$ cat src/rtl/decode_queue.sv
// Decoded-instruction queue: decodes MIPS-style words at enqueue and presents the head entry.
// Optional macro DECODE_QUEUE_STATS_EN adds a saturating popped-branch counter.
module decode_queue #(
  parameter int DEPTH = 4,
  parameter int CW    = $clog2(DEPTH) + 1
) (
  input  logic          clk,
  input  logic          rst_n,
  input  logic          flush,
  input  logic          in_valid,
  output logic          in_ready,
  input  logic [31:0]   in_iw,
  output logic          out_valid,
  input  logic          out_ready,
  output logic [31:0]   out_iw,
  output logic          out_rtype,
  output logic          out_itype,
  output logic          out_jtype,
  output logic          out_is_arith,
  output logic          out_is_branch,
  output logic          out_link,
  output logic          out_sign_reqd,
  output logic [4:0]    out_cond,
  output logic          out_delay_slot,
  output logic [CW-1:0] count
`ifdef DECODE_QUEUE_STATS_EN
  ,
  output logic [15:0]   branch_count
`endif
);

  localparam int AW = $clog2(DEPTH);
  localparam logic [CW-1:0] FULL = CW'(DEPTH);

  typedef struct packed {
    logic [31:0] iw;
    logic        rtype;
    logic        itype;
    logic        jtype;
    logic        is_arith;
    logic        is_branch;
    logic        link;
    logic        sign_reqd;
    logic [4:0]  cond;
    logic        delay_slot;
  } entry_t;

  // cond bit order is {P,N,Z,EQ,NEQ}
  function automatic entry_t decode(input logic [31:0] iw, input logic ds);
    entry_t     e;
    logic [5:0] op;
    logic [4:0] rt;
    logic [5:0] fn;
    op = iw[31:26];
    rt = iw[20:16];
    fn = iw[5:0];
    e = '0;
    e.iw         = iw;
    e.delay_slot = ds;
    e.rtype      = (op == 6'h00);
    e.jtype      = (op == 6'h02) || (op == 6'h03);
    e.itype      = !(e.rtype || e.jtype);
    case (op)
      6'h09: begin e.is_arith = 1'b1; e.sign_reqd = 1'b1; end
      6'h0C, 6'h0D, 6'h0E: e.is_arith = 1'b1;
      6'h0A, 6'h0B: e.sign_reqd = 1'b1;
      6'h04: begin e.is_branch = 1'b1; e.cond = 5'b00010; end
      6'h05: begin e.is_branch = 1'b1; e.cond = 5'b00001; end
      6'h06: begin e.is_branch = 1'b1; e.cond = 5'b01100; end
      6'h07: begin e.is_branch = 1'b1; e.cond = 5'b10000; end
      6'h03: e.link = 1'b1;
      6'h00: e.link = (fn == 6'h09);
      6'h01: begin
        case (rt)
          5'h00, 5'h10: begin e.is_branch = 1'b1; e.cond = 5'b01000; end
          5'h01, 5'h11: begin e.is_branch = 1'b1; e.cond = 5'b10100; end
          default: ;
        endcase
        e.link = (rt == 5'h10) || (rt == 5'h11);
      end
      default: ;
    endcase
    return e;
  endfunction

  entry_t         mem [DEPTH];
  logic [AW-1:0]  wptr, rptr;
  logic           prev_ct;
  logic           push, pop, new_ct;
  entry_t         new_entry, head;

  always_comb begin
    in_ready  = (count != FULL);
    out_valid = (count != '0);
    push      = in_valid && in_ready && !flush;
    pop       = out_valid && out_ready && !flush;
    new_entry = decode(in_iw, prev_ct);
    new_ct    = new_entry.is_branch || new_entry.jtype ||
                (new_entry.rtype && ((in_iw[5:0] == 6'h08) || (in_iw[5:0] == 6'h09)));
    head      = out_valid ? mem[rptr] : '0;
  end

  assign out_iw         = head.iw;
  assign out_rtype      = head.rtype;
  assign out_itype      = head.itype;
  assign out_jtype      = head.jtype;
  assign out_is_arith   = head.is_arith;
  assign out_is_branch  = head.is_branch;
  assign out_link       = head.link;
  assign out_sign_reqd  = head.sign_reqd;
  assign out_cond       = head.cond;
  assign out_delay_slot = head.delay_slot;

  always_ff @(posedge clk or negedge rst_n) begin
    if (!rst_n) begin
      wptr    <= '0;
      rptr    <= '0;
      count   <= '0;
      prev_ct <= 1'b0;
      for (int unsigned i = 0; i < DEPTH; i++) mem[i] <= '0;
    end else if (flush) begin
      wptr    <= '0;
      rptr    <= '0;
      count   <= '0;
      prev_ct <= 1'b0;
    end else begin
      if (push) begin
        mem[wptr] <= new_entry;
        wptr      <= wptr + AW'(1);
        prev_ct   <= new_ct;
      end
      if (pop) rptr <= rptr + AW'(1);
      case ({push, pop})
        2'b10:   count <= count + CW'(1);
        2'b01:   count <= count - CW'(1);
        default: ;
      endcase
    end
  end

`ifdef DECODE_QUEUE_STATS_EN
  // Deliberately survives flush; only reset clears it.
  always_ff @(posedge clk or negedge rst_n) begin
    if (!rst_n)
      branch_count <= '0;
    else if (pop && head.is_branch && (branch_count != '1))
      branch_count <= branch_count + 16'd1;
  end
`endif

endmodule

$ cat config.mk
export PLATFORM = sky130hd
export DESIGN_NAME = decode_queue
export DESIGN_NICKNAME = d
export VERILOG_FILES = /design/src/rtl/decode_queue.sv
export SDC_FILE = /design/constraint.sdc
export NUM_CORES = 1
export LEC_CHECK = 0
export CORE_MARGIN = 2
export CORE_UTILIZATION = 62
export DETAILED_ROUTE_END_ITERATION = 8
export PLACE_DENSITY = 0.83
export SLEW_MARGIN = 40
export SYNTH_ARGS = -nofsm -noshare
export SYNTH_HDL_FRONTEND = slang
export SYNTH_SLANG_ARGS = --single-unit
$ cat constraint.sdc
create_clock -name clk -period 5.25 [get_ports clk]
set_input_delay 1.05 -clock clk [delete_from_list [all_inputs] [get_ports clk]]
set_output_delay 1.05 -clock clk [all_outputs]
set_load 0.01 [all_outputs]
==> results.txt, run 1 <==
----------------------------------------------------
[GRT]
  Leftover overflow at the end of global routing ... 0
  Overall Global Routing Usage ... 26.8%
  Vias in the first global route ... 5965
  Initial antenna violation count ... 0
  Maximum number of pins on one net before global-route repair ... 66
  Wire length of the first global-routing pass ... 30.7 mm

[Logic synthesis]
  Sequential fraction of the synthesis area ... 53.2%
  Most area-consuming cells after synthesis ... sky130_fd_sc_hd__dfrtp_1, sky130_fd_sc_hd__mux2_2, sky130_fd_sc_hd__mux4_2
  Most frequent cells after synthesis ... sky130_fd_sc_hd__dfrtp_1, sky130_fd_sc_hd__mux2_2, sky130_fd_sc_hd__nand2_1, sky130_fd_sc_hd__and2_1, sky130_fd_sc_hd__o21ai_0
  Post-synth EDFFs ... 0
  Syn_nets ... 685
  Combined area of all synthesized cells ... 0.00885 mm^2
  Biggest area consumer among synthesized cells ... sky130_fd_sc_hd__dfrtp_1
  Cell variety after synth ... 43
  Mean instance size in the synthesized netlist ... 13.8 um^2
  Post-synthesis sequential element count ... 188
  Count of mapped cells out of synthesis ... 643
  Most used standard cell by instance count after synthesis ... sky130_fd_sc_hd__dfrtp_1
  Count of synthesis-stage warnings from yosys ... 0
  Synth Flop Type ... sky130_fd_sc_hd__dfrtp_1
  Synth async-reset ratio ... 100%
  Portion of synthesized cell area occupied by the leading cell type ... 53.2%

[Final layout]
  Antenna diode count ... 0
  Number of nets in the finished design ... 755
  Finished Layout Cells ... 905
  Share of cells above drive strength 1 ... 31.2%
  Area Growth Syn to Fin ... 16.9%
  Finished Cell Area ... 0.0103 mm^2

[Job]
  Number of max-cap violations ... 0

[Routing]
  Number of nets with antenna violations after detailed routing ... 0
  DR DRC count ... 0
  Via density ... 6.09
  Routed wire length ... 18.5 mm
  Via Count ... 5509
  First-pass iteration count of the detailed router ... 6
  Initial DRC count ... 404
  Routed wire length per instance ... 20.4 um

[CTS]
  Maximum level of the CTS H-tree ... 4
  Clock root buffer ... sky130_fd_sc_hd__clkbuf_16
  Clock sink count ... 188
  Hold_buf cts ... 0
  Number of gates given a new drive strength after cts ... 0
  Clock Path Buffers ... 2
  Setup Buffers After CTS ... 0
  Clock latency reported for the late side of the worst-skew pair ... 0.43 ns
  TritonCTS Buffers ... 17
  Clock tree from TritonCTS ... yes
  Worst-path clk slew ... 0.06 ns

[Setup path]
  Required @ worst endpoint ... 4.20 ns
  Highest net fanout along the worst path ... 26
  WP data arrival ... 2.78 ns
  Kind of end point of the critical path ... output pin
  Worst Setup Start Kind ... register
  Setup slack on the worst flop-to-flop path ... 2.51 ns
  Critical path class ... register to output pin

[Timing]
  Post-route setup TNS ... 0 ns
  Worst Tran Pin Value ... 0.853 ns
  Unrepaired setup endpoints after global routing ... false
  Time the worst path needs with I/O delays and setup ... 3.83 ns
  Hold Violations, Final ... 0
  Fin crit share ... 73.0%
  Worst rel slew slack ... 42.7%
  Pins over their slew limit ... 0
  Setup Skew ... 0.0135 ns
  Worst hold slack across all endpoints ... 0.479 ns
  Top achievable clock speed ... 0.261 GHz
  Setup Viol. Count Final ... 0

[Placement]
  Weighted congestion reported at the end of routability-driven placement ... 0.778
  Estimated wirelength of the detail-placed design ... 11.9 mm
  Placed cell areas ... 0.00971 mm^2
  Port Buffers ... 86
  Number of placed instances, taps included ... 874

[Power]
  VDD IR max ... 0.290 mV
  Cell leakage power ... 4.42 nW
  Power density over cell area ... 450 mW/mm^2

[Worst hold path]
  Type of the most critical hold path ... register to register

[Floorplan]
  Die width ... 123 um
  Height of the die ... 123 um
  Initial standard-cell utilization of the core ... 63.5%
  Die Outline Area ... 0.0152 mm^2
  Count of standard-cell rows ... 43
  I/O pin count ... 87
  Core region area ... 0.0139 mm^2

[Run status]
  Outcome ... complete, no violations

----------------------------------------------------
==> layout by cell type, fill, tap and decap left out, types with 6 or more instances in the layout <==
cell type,synthesis,final
sky130_fd_sc_hd__dfrtp_1,188,186
sky130_fd_sc_hd__mux2_2,128,128
sky130_fd_sc_hd__clkdlybuf4s50_1,0,85
sky130_fd_sc_hd__nand2_1,63,63
sky130_fd_sc_hd__and2_1,46,46
sky130_fd_sc_hd__o21ai_0,46,46
sky130_fd_sc_hd__mux4_2,45,45
sky130_fd_sc_hd__clkbuf_16,0,17
sky130_fd_sc_hd__nor2_1,9,9
sky130_fd_sc_hd__o21ai_1,9,9
sky130_fd_sc_hd__buf_4,4,9
sky130_fd_sc_hd__inv_1,6,6
==> final cells by class <==
class                   instances  area [um^2]
inverters                       6         22.5
clock buffers                  21          460
fillers                       867         3600
well taps                     180          225
clock inverters                10          164
repair buffers                 97          981
multi-input cells             403         3780
flip-flops and latches        188         4710
==> path summary, 6_finish.rpt <==
kind | startpoint | end | depth (start not counted)
hold reg to reg | mem[85] | mem[85] | 2
setup reg to reg | count[0] | count[1] | 7
min in group asynchronous | rst_n | mem[179] | 1
hold / removal | mem[85] | mem[85] | 2
setup / recovery | rptr[1] | out_cond[4] | 4
max in group asynchronous | rst_n | wptr[0] | 3
==> worst max-delay path: stages, from the launching register on <==
cell and delay [ns]:
sky130_fd_sc_hd__dfrtp_2 0.85, sky130_fd_sc_hd__buf_4 0.45, sky130_fd_sc_hd__mux4_2 0.40, sky130_fd_sc_hd__and2_1 0.18, sky130_fd_sc_hd__clkdlybuf4s50_1 0.47
==> layer usage <==
layer	vias to the layer above	track usage [%]	part of all wire, %
met5	-	0	0
met4	0	8.17	1.5
met3	24	6.50	4.9
met2	169	45.0	51
met1	2862	34.8	42
li1	2454	-	-
==> stage by stage <==
step / setup WS [ns] / power, W / utilization [%]
after floorplan: 2.60 / 0.00287 / -
after global placement: 1.55 / 0.00323 / 69.3
after detailed placement: 1.66 / 0.00333 / 69.7
after CTS: 1.40 / 0.00469 / 74.2
after global routing: 1.30 / 0.00488 / 74.2
final: 1.42 / 0.00465 / 74.2
==> cells by family after synthesis <==
kind of cell / Yosys count / synth area share (%)
and+or+nand+nor: 146 / 8.88
muxes: 173 / 27.8
xor gates and xnor gates: 4 / 0.396
adders and majority gates: 5 / 0.792
AOI/OAI and AO/OA: 75 / 4.77
DFF: 188 / 53.2
buffers and inverters: 52 / 4.23
==> flip-flops by register name, summed over array words and instances (netlist names) <==
name     flops
rptr         2
count        3
wptr         2
prev_ct      1
mem        180
==> where the power goes <==
group | internal (W) | leakage [nW] | switching [W]
combinational | 0.000755 | 1.69 | 0.000436
clock | 0.000821 | 0.304 | 0.000528
sequential | 0.00187 | 2.42 | 0.000246
total | 0.00344 | 4.42 | 0.00121
Note: power is estimated with default switching activity, not from simulation.
==> inputs of run 2 (changes only) <==
Settings changed: CORE_UTILIZATION 62 to 57, PLACE_DENSITY 0.83 to 0.77.
Clock period 5.25 ns to 3.7 ns, I/O delays scaled along.
==> results.txt, run 2 (synthesis results as in run 1) <==
----------------------------------------------------
[CTS]
  Clock Path Buffers ... 2 (unchanged)
  Clock latency reported for the late side of the worst-skew pair ... 0.43 ns (about the same)
  Maximum level of the CTS H-tree ... 4 (unchanged)
  Number of gates given a new drive strength after cts ... 0 (unchanged)
  Clock sink count ... 188 (unchanged)
  Clock root buffer ... sky130_fd_sc_hd__clkbuf_16
  Setup Buffers After CTS ... 0 (unchanged)
  Worst-path clk slew ... 0.07 ns (about the same)
  Hold_buf cts ... 0 (unchanged)
  Clock tree from TritonCTS ... yes
  TritonCTS Buffers ... 17 (unchanged)

[GRT]
  Leftover overflow at the end of global routing ... 0 (unchanged)
  Overall Global Routing Usage ... 24.4% (-2.4 points)
  Wire length of the first global-routing pass ... 30.6 mm (about the same)
  Initial antenna violation count ... 0 (unchanged)
  Maximum number of pins on one net before global-route repair ... 88 (+33%)
  Vias in the first global route ... 5889 (-1.3%)

[Power]
  VDD IR max ... 0.422 mV (+46%)
  Design Power ... 0.00658 W (+41%)
  Cell leakage power ... 4.45 nW (+0.63%)
  Power density over cell area ... 634 mW/mm^2 (+41%)

[Routing]
  Initial DRC count ... 428 (+5.9%)
  DR DRC count ... 0 (unchanged)
  Routed wire length per instance ... 20.3 um (-0.45%)
  First-pass iteration count of the detailed router ... 5 (-1)
  Via density ... 5.98 (-1.8%)
  Via Count ... 5506 (-0.054%)
  Routed wire length ... 18.7 mm (+1.3%)
  Number of nets with antenna violations after detailed routing ... 0 (unchanged)

[Setup path]
  Path depth of the worst reg2reg path ... 8 (+1)
  Worst Setup Start Kind ... register
  Worst setup startpoint ... rptr[0]
  Startpoint of the lowest-slack register-to-register path ... count[0]
  Highest net fanout along the worst path ... 20 (-23%)
  Kind of end point of the critical path ... output pin
  Critical path class ... register to output pin
  Required @ worst endpoint ... 2.96 ns (-1.24 ns)
  WP data arrival ... 2.52 ns (-0.26 ns)

[Final layout]
  Share of cells above drive strength 1 ... 31.9% (+0.75 points)
  Area Growth Syn to Fin ... 17.3%
  Register area ... 0.00471 mm^2 (unchanged)
  Largest registers ... mem x180, count x3
  Max FFs per register ... 180 (unchanged)
  Commonest non-fill, non-tap cells in the layout ... sky130_fd_sc_hd__dfrtp_1, sky130_fd_sc_hd__mux2_2, sky130_fd_sc_hd__clkdlybuf4s50_1, sky130_fd_sc_hd__nand2_1
  Antenna diode count ... 0 (unchanged)
  Most common library cell in the layout ignoring fill and taps ... sky130_fd_sc_hd__dfrtp_1
  Layout fillers ... 1054 (+22%)
  Number of nets in the finished design ... 762 (+0.93%)
  Register with the most flip-flops ... mem
  Multi-input gate area ... 0.00377 mm^2 (-0.23%)
  Finished Layout Cells ... 921 (+1.8%)

[Timing]
  Top achievable clock speed ... 0.307 GHz
  Time the worst path needs with I/O delays and setup ... 3.26 ns
  Fin crit share ... 88.1%
  Unrepaired setup endpoints after global routing ... false
  Worst rel slew slack ... 40.4% (-2.3 points)
  Worst Tran Pin Value ... 0.887 ns (+0.0340 ns)
  Post-route setup TNS ... 0 ns (unchanged)
  Pins over their slew limit ... 0 (unchanged)
  Setup Skew ... 0.0113 ns (-0.00221 ns)
  Setup Viol. Count Final ... 0 (unchanged)
  Hold Violations, Final ... 0 (unchanged)

[Floorplan]
  Height of the die ... 129 um (+4.2%)
  Count of standard-cell rows ... 45 (+4.7%)
  Core region area ... 0.0152 mm^2 (+9.1%)
  Die Outline Area ... 0.0165 mm^2 (+8.5%)
  Initial standard-cell utilization of the core ... 58.2% (-5.3 points)
  Die width ... 129 um (+4.2%)
  I/O pin count ... 87 (unchanged)

[Placement]
  Port Buffers ... 86 (unchanged)
  Number of placed instances, taps included ... 889 (+1.7%)
  Weighted congestion reported at the end of routability-driven placement ... 0.821 (+5.4%)
  Estimated wirelength of the detail-placed design ... 12.1 mm (+1.5%)

[Worst hold path]
  Type of the most critical hold path ... input port to async pin

[Run status]
  Outcome ... complete, no violations

[Job]
  Number of max-cap violations ... 0 (unchanged)

----------------------------------------------------
run 2: cell count changes in the layout (fill, tap and decap cells not counted):
cell	previous run	this run
sky130_fd_sc_hd__clkbuf_1	2	1
sky130_fd_sc_hd__buf_16	1	0
sky130_fd_sc_hd__inv_6	1	3
sky130_fd_sc_hd__bufinv_16	4	3
sky130_fd_sc_hd__buf_8	1	0
sky130_fd_sc_hd__or3_1	0	1
sky130_fd_sc_hd__clkinv_2	2	3
sky130_fd_sc_hd__nand3_2	3	4
sky130_fd_sc_hd__nand3_4	1	0
sky130_fd_sc_hd__buf_12	1	3
sky130_fd_sc_hd__buf_4	9	15
sky130_fd_sc_hd__or3_2	1	0
sky130_fd_sc_hd__clkinvlp_4	1	2
run 2: routing by layer:
metal	global-route usage, %	wire length (um)	vias to the layer above
li1	-	-	2458
met1	31.6	7930	2871
met2	40.9	9550	147
met3	6.28	923	30
met4	7.99	291	0
met5	0	0	-
run 2: worst paths after layout:
check / endpoint / slack (ns)
setup / recovery: out_iw[13] / 0.44
hold / removal: mem[131] / 0.36
setup reg to reg: count[1] / 1.27
hold reg to reg: mem[143] / 0.48
max in group asynchronous: mem[115] / 2.43
min in group clk: mem[143] / 0.48
run 2: critical path: stages (launching register included):
cell                              delay, ns
sky130_fd_sc_hd__dfrtp_4               0.63
sky130_fd_sc_hd__buf_12                0.26
sky130_fd_sc_hd__mux4_2                0.52
sky130_fd_sc_hd__and2_1                0.19
sky130_fd_sc_hd__clkdlybuf4s50_1       0.48
run 2: through the flow:
step           hold slack (ns)  utilization [%]  area (um^2)  worst slack [ns]
4_1_cts                  0.403             68.3        10400             0.395
3_5_place_dp             0.466             64.3         9770             0.818
6_report                 0.355             68.3        10400             0.439
5_1_grt                  0.416             68.3        10400             0.311
2_1_floorplan            0.442                -         8850              1.36
3_3_place_gp             0.456             64.3         9770             0.861
run 2: power breakdown:
| group | switching (W) | internal [W] | total, W |
|---|---|---|---|
| Combinational | 0.000636 | 0.00108 | 0.00172 |
| Clock | 0.000799 | 0.00109 | 0.00189 |
| Sequential | 0.000331 | 0.00265 | 0.00298 |
run 2: area by class of cell:
cell class	count	area share, %
Sequential cell	188	45.4
Inverter	6	0.217
Tap cell	188	2.27
Clock buffer	19	4.27
Timing Repair Buffer	104	9.99
Multi-Input combinational cell	403	36.3
Clock inverter	13	1.58
==> inputs of run 3 (changes only) <==
Settings changed: CORE_UTILIZATION 57 to 52, PLACE_DENSITY 0.77 to 0.74.
Clock period 3.7 ns to 2.8 ns, I/O delays scaled along.
==> results.txt, run 3 (synthesis results as in run 1) <==
----------------------------------------------------
[Final layout]
  Most common library cell in the layout ignoring fill and taps ... sky130_fd_sc_hd__dfrtp_1
  Share of cells above drive strength 1 ... 33.1% (+1.2 points)
  Antenna diode count ... 0 (unchanged)
  Largest registers ... mem x180, count x3
  Number of nets in the finished design ... 775 (+1.7%)
  Register with the most flip-flops ... mem
  Commonest non-fill, non-tap cells in the layout ... sky130_fd_sc_hd__dfrtp_1, sky130_fd_sc_hd__mux2_2, sky130_fd_sc_hd__nand2_1, sky130_fd_sc_hd__and2_1, sky130_fd_sc_hd__o21ai_0
  Area Growth Syn to Fin ... 21.0%
  Finished Layout Cells ... 966 (+4.9%)
  Post-layout util ... 64.6% (-3.7 points)
  Max FFs per register ... 180 (unchanged)

[Power]
  Share of total power in the clock network ... 29.3% (+0.7 points)
  Switching Share ... 26.2% (-0.64 points)
  Power density over cell area ... 822 mW/mm^2 (+30%)
  Sequential fraction of design power ... 44.4% (-0.8 points)
  VDD IR max ... 0.469 mV (+11%)
  Cell leakage power ... 5.28 nW (+19%)
  Switching Power ... 0.00231 W (+31%)
  Logic pwr share ... 26.3% (+0.2 points)
  Internal power contribution ... 0.00650 W (+35%)

[Timing]
  Setup Skew ... 0.0116 ns (+0.000277 ns)
  Fin crit share ... 94.7%
  Worst hold slack across all endpoints ... 0.0883 ns (-0.267 ns)
  Setup Viol. Count Final ... 0 (unchanged)
  Unrepaired setup endpoints after global routing ... false
  Pins over their slew limit ... 0 (unchanged)
  Time the worst path needs with I/O delays and setup ... 2.65 ns
  Top achievable clock speed ... 0.377 GHz
  Hold Violations, Final ... 0 (unchanged)
  Worst Tran Pin Value ... 0.617 ns (-0.271 ns)
  Worst rel slew slack ... 58.6% (+18 points)

[Setup path]
  Worst Setup Start Kind ... register
  Worst-path cell chain ... buf_12, buf_4, mux4_2, and2_1, dlymetal6s2s_1
  Kind of end point of the critical path ... output pin
  Crit path max-delay cell type ... sky130_fd_sc_hd__dfrtp_4
  Critical path class ... register to output pin
  WP data arrival ... 2.09 ns (-0.43 ns)
  Required @ worst endpoint ... 2.24 ns (-0.72 ns)
  Highest net fanout along the worst path ... 10 (-50%)
  Largest stage delay on the critical path ... 0.52 ns (-0.11 ns)

[Floorplan]
  Height of the die ... 134 um (+4.6%)
  Initial standard-cell utilization of the core ... 53.3% (-4.8 points)
  Die Outline Area ... 0.0181 mm^2 (+9.3%)
  Die width ... 134 um (+4.6%)
  I/O pin count ... 87 (unchanged)
  Core region area ... 0.0166 mm^2 (+9.1%)
  Count of standard-cell rows ... 47 (+4.4%)

[GRT]
  Leftover overflow at the end of global routing ... 0 (unchanged)
  Maximum number of pins on one net before global-route repair ... 69 (-22%)
  Initial antenna violation count ... 0 (unchanged)
  Vias in the first global route ... 5933 (+0.75%)
  Wire length of the first global-routing pass ... 31.3 mm (+2.0%)
  Overall Global Routing Usage ... 22.6% (-1.8 points)

[CTS]
  Clock Path Buffers ... 2 (unchanged)
  TritonCTS Buffers ... 17 (unchanged)
  Clock sink count ... 188 (unchanged)
  Maximum level of the CTS H-tree ... 4 (unchanged)
  Clock tree from TritonCTS ... yes
  Clock root buffer ... sky130_fd_sc_hd__clkbuf_16
  Clock latency reported for the late side of the worst-skew pair ... 0.44 ns (about the same)
  Worst-path clk slew ... 0.07 ns (about the same)

[Routing]
  First-pass iteration count of the detailed router ... 5 (unchanged)
  Routed wire length per instance ... 19.8 um (-2.3%)
  Via Count ... 5538 (+0.58%)
  DR DRC count ... 0 (unchanged)
  Number of nets with antenna violations after detailed routing ... 0 (unchanged)
  Initial DRC count ... 323 (-25%)
  Via density ... 5.73 (-4.1%)
  Routed wire length ... 19.2 mm (+2.5%)

[Placement]
  Weighted congestion reported at the end of routability-driven placement ... 0.746 (-9.1%)
  Number of placed instances, taps included ... 932 (+4.8%)
  Estimated wirelength of the detail-placed design ... 12.3 mm (+1.7%)
  Port Buffers ... 86 (unchanged)

[Job]
  Number of max-cap violations ... 0 (unchanged)

[Run status]
  Outcome ... complete, no violations

[Worst hold path]
  Type of the most critical hold path ... input port to async pin

----------------------------------------------------
## run 3: changes by cell type in the layout (fill, tap and decap cells not counted), sizes merged
cell | previous run | this run
clkbuf | 20 | 22
buf | 18 | 31
inv | 9 | 6
dlymetal6s2s | 0 | 45
clkinvlp | 2 | 1
clkinv | 5 | 6
clkdlybuf4s50 | 85 | 40
bufinv | 3 | 4
## run 3: metal layers
layer	up-vias	wire length, um	track usage [%]
li1	2484	-	-
met1	2877	7930	29.4
met2	145	9890	38.1
met3	32	921	5.22
met4	0	408	6.96
met5	-	0	0
## run 3: layout make-up
class,count,area [um^2]
clock buffer,21,470
clock inverter,11,165
fill,1241,5880
inverter,6,22.5
multi-input combinational,403,3770
sequential,188,4710
tap,220,275
timing repair buffer,117,1290
## run 3: repair_timing
item,in CTS,in global routing
cloned,0,1
gates resized for setup,1,51
hold buffers,0,0
pin swaps,0,0
setup endpoints to repair,45,45
setup buffers,0,1
## run 3: power by group through the flow
stage,Sequential (W),Clock [W],Combinational [W]
after global placement,0.00386,0,0.00226
final,0.00391,0.00258,0.00232
after CTS,0.00390,0.00261,0.00237
after detailed placement,0.00394,0,0.00235
after floorplan,0.00378,0,0.00160
after global routing,0.00400,0.00272,0.00252
## run 3: final timing paths
path	startpoint	end	slack (ns)	depth (start not counted)
min reg2reg	mem[147]	mem[147]	0.48	2
min in group clk	mem[147]	mem[147]	0.48	2
max	rptr[0]	out_iw[18]	0.15	5
max reg2reg	count[2]	count[1]	0.46	8
max in group asynchronous	rst_n	mem[44]	1.90	2
min	rst_n	mem[176]	0.09	1
## run 3: critical path: cells and delay by family (launching register included)
family | cells | cell delay, ns
flip-flops | 1 | 0.52
multiplexers | 1 | 0.48
AND/OR/NAND/NOR | 1 | 0.18
buffers and inverters | 3 | 0.48
## run 3: stage by stage
stage | setup TNS (ns) | area [um^2] | setup WS [ns] | power [W]
2_1_floorplan | 0 | 8850 | 0.484 | 0.00538
3_3_place_gp | 0 | 9890 | 0.345 | 0.00612
3_5_place_dp | 0 | 9890 | 0.282 | 0.00629
4_1_cts | -3.66 | 10500 | -0.124 | 0.00888
5_1_grt | 0 | 10700 | 0.0480 | 0.00924
6_report | 0 | 10700 | 0.149 | 0.00880
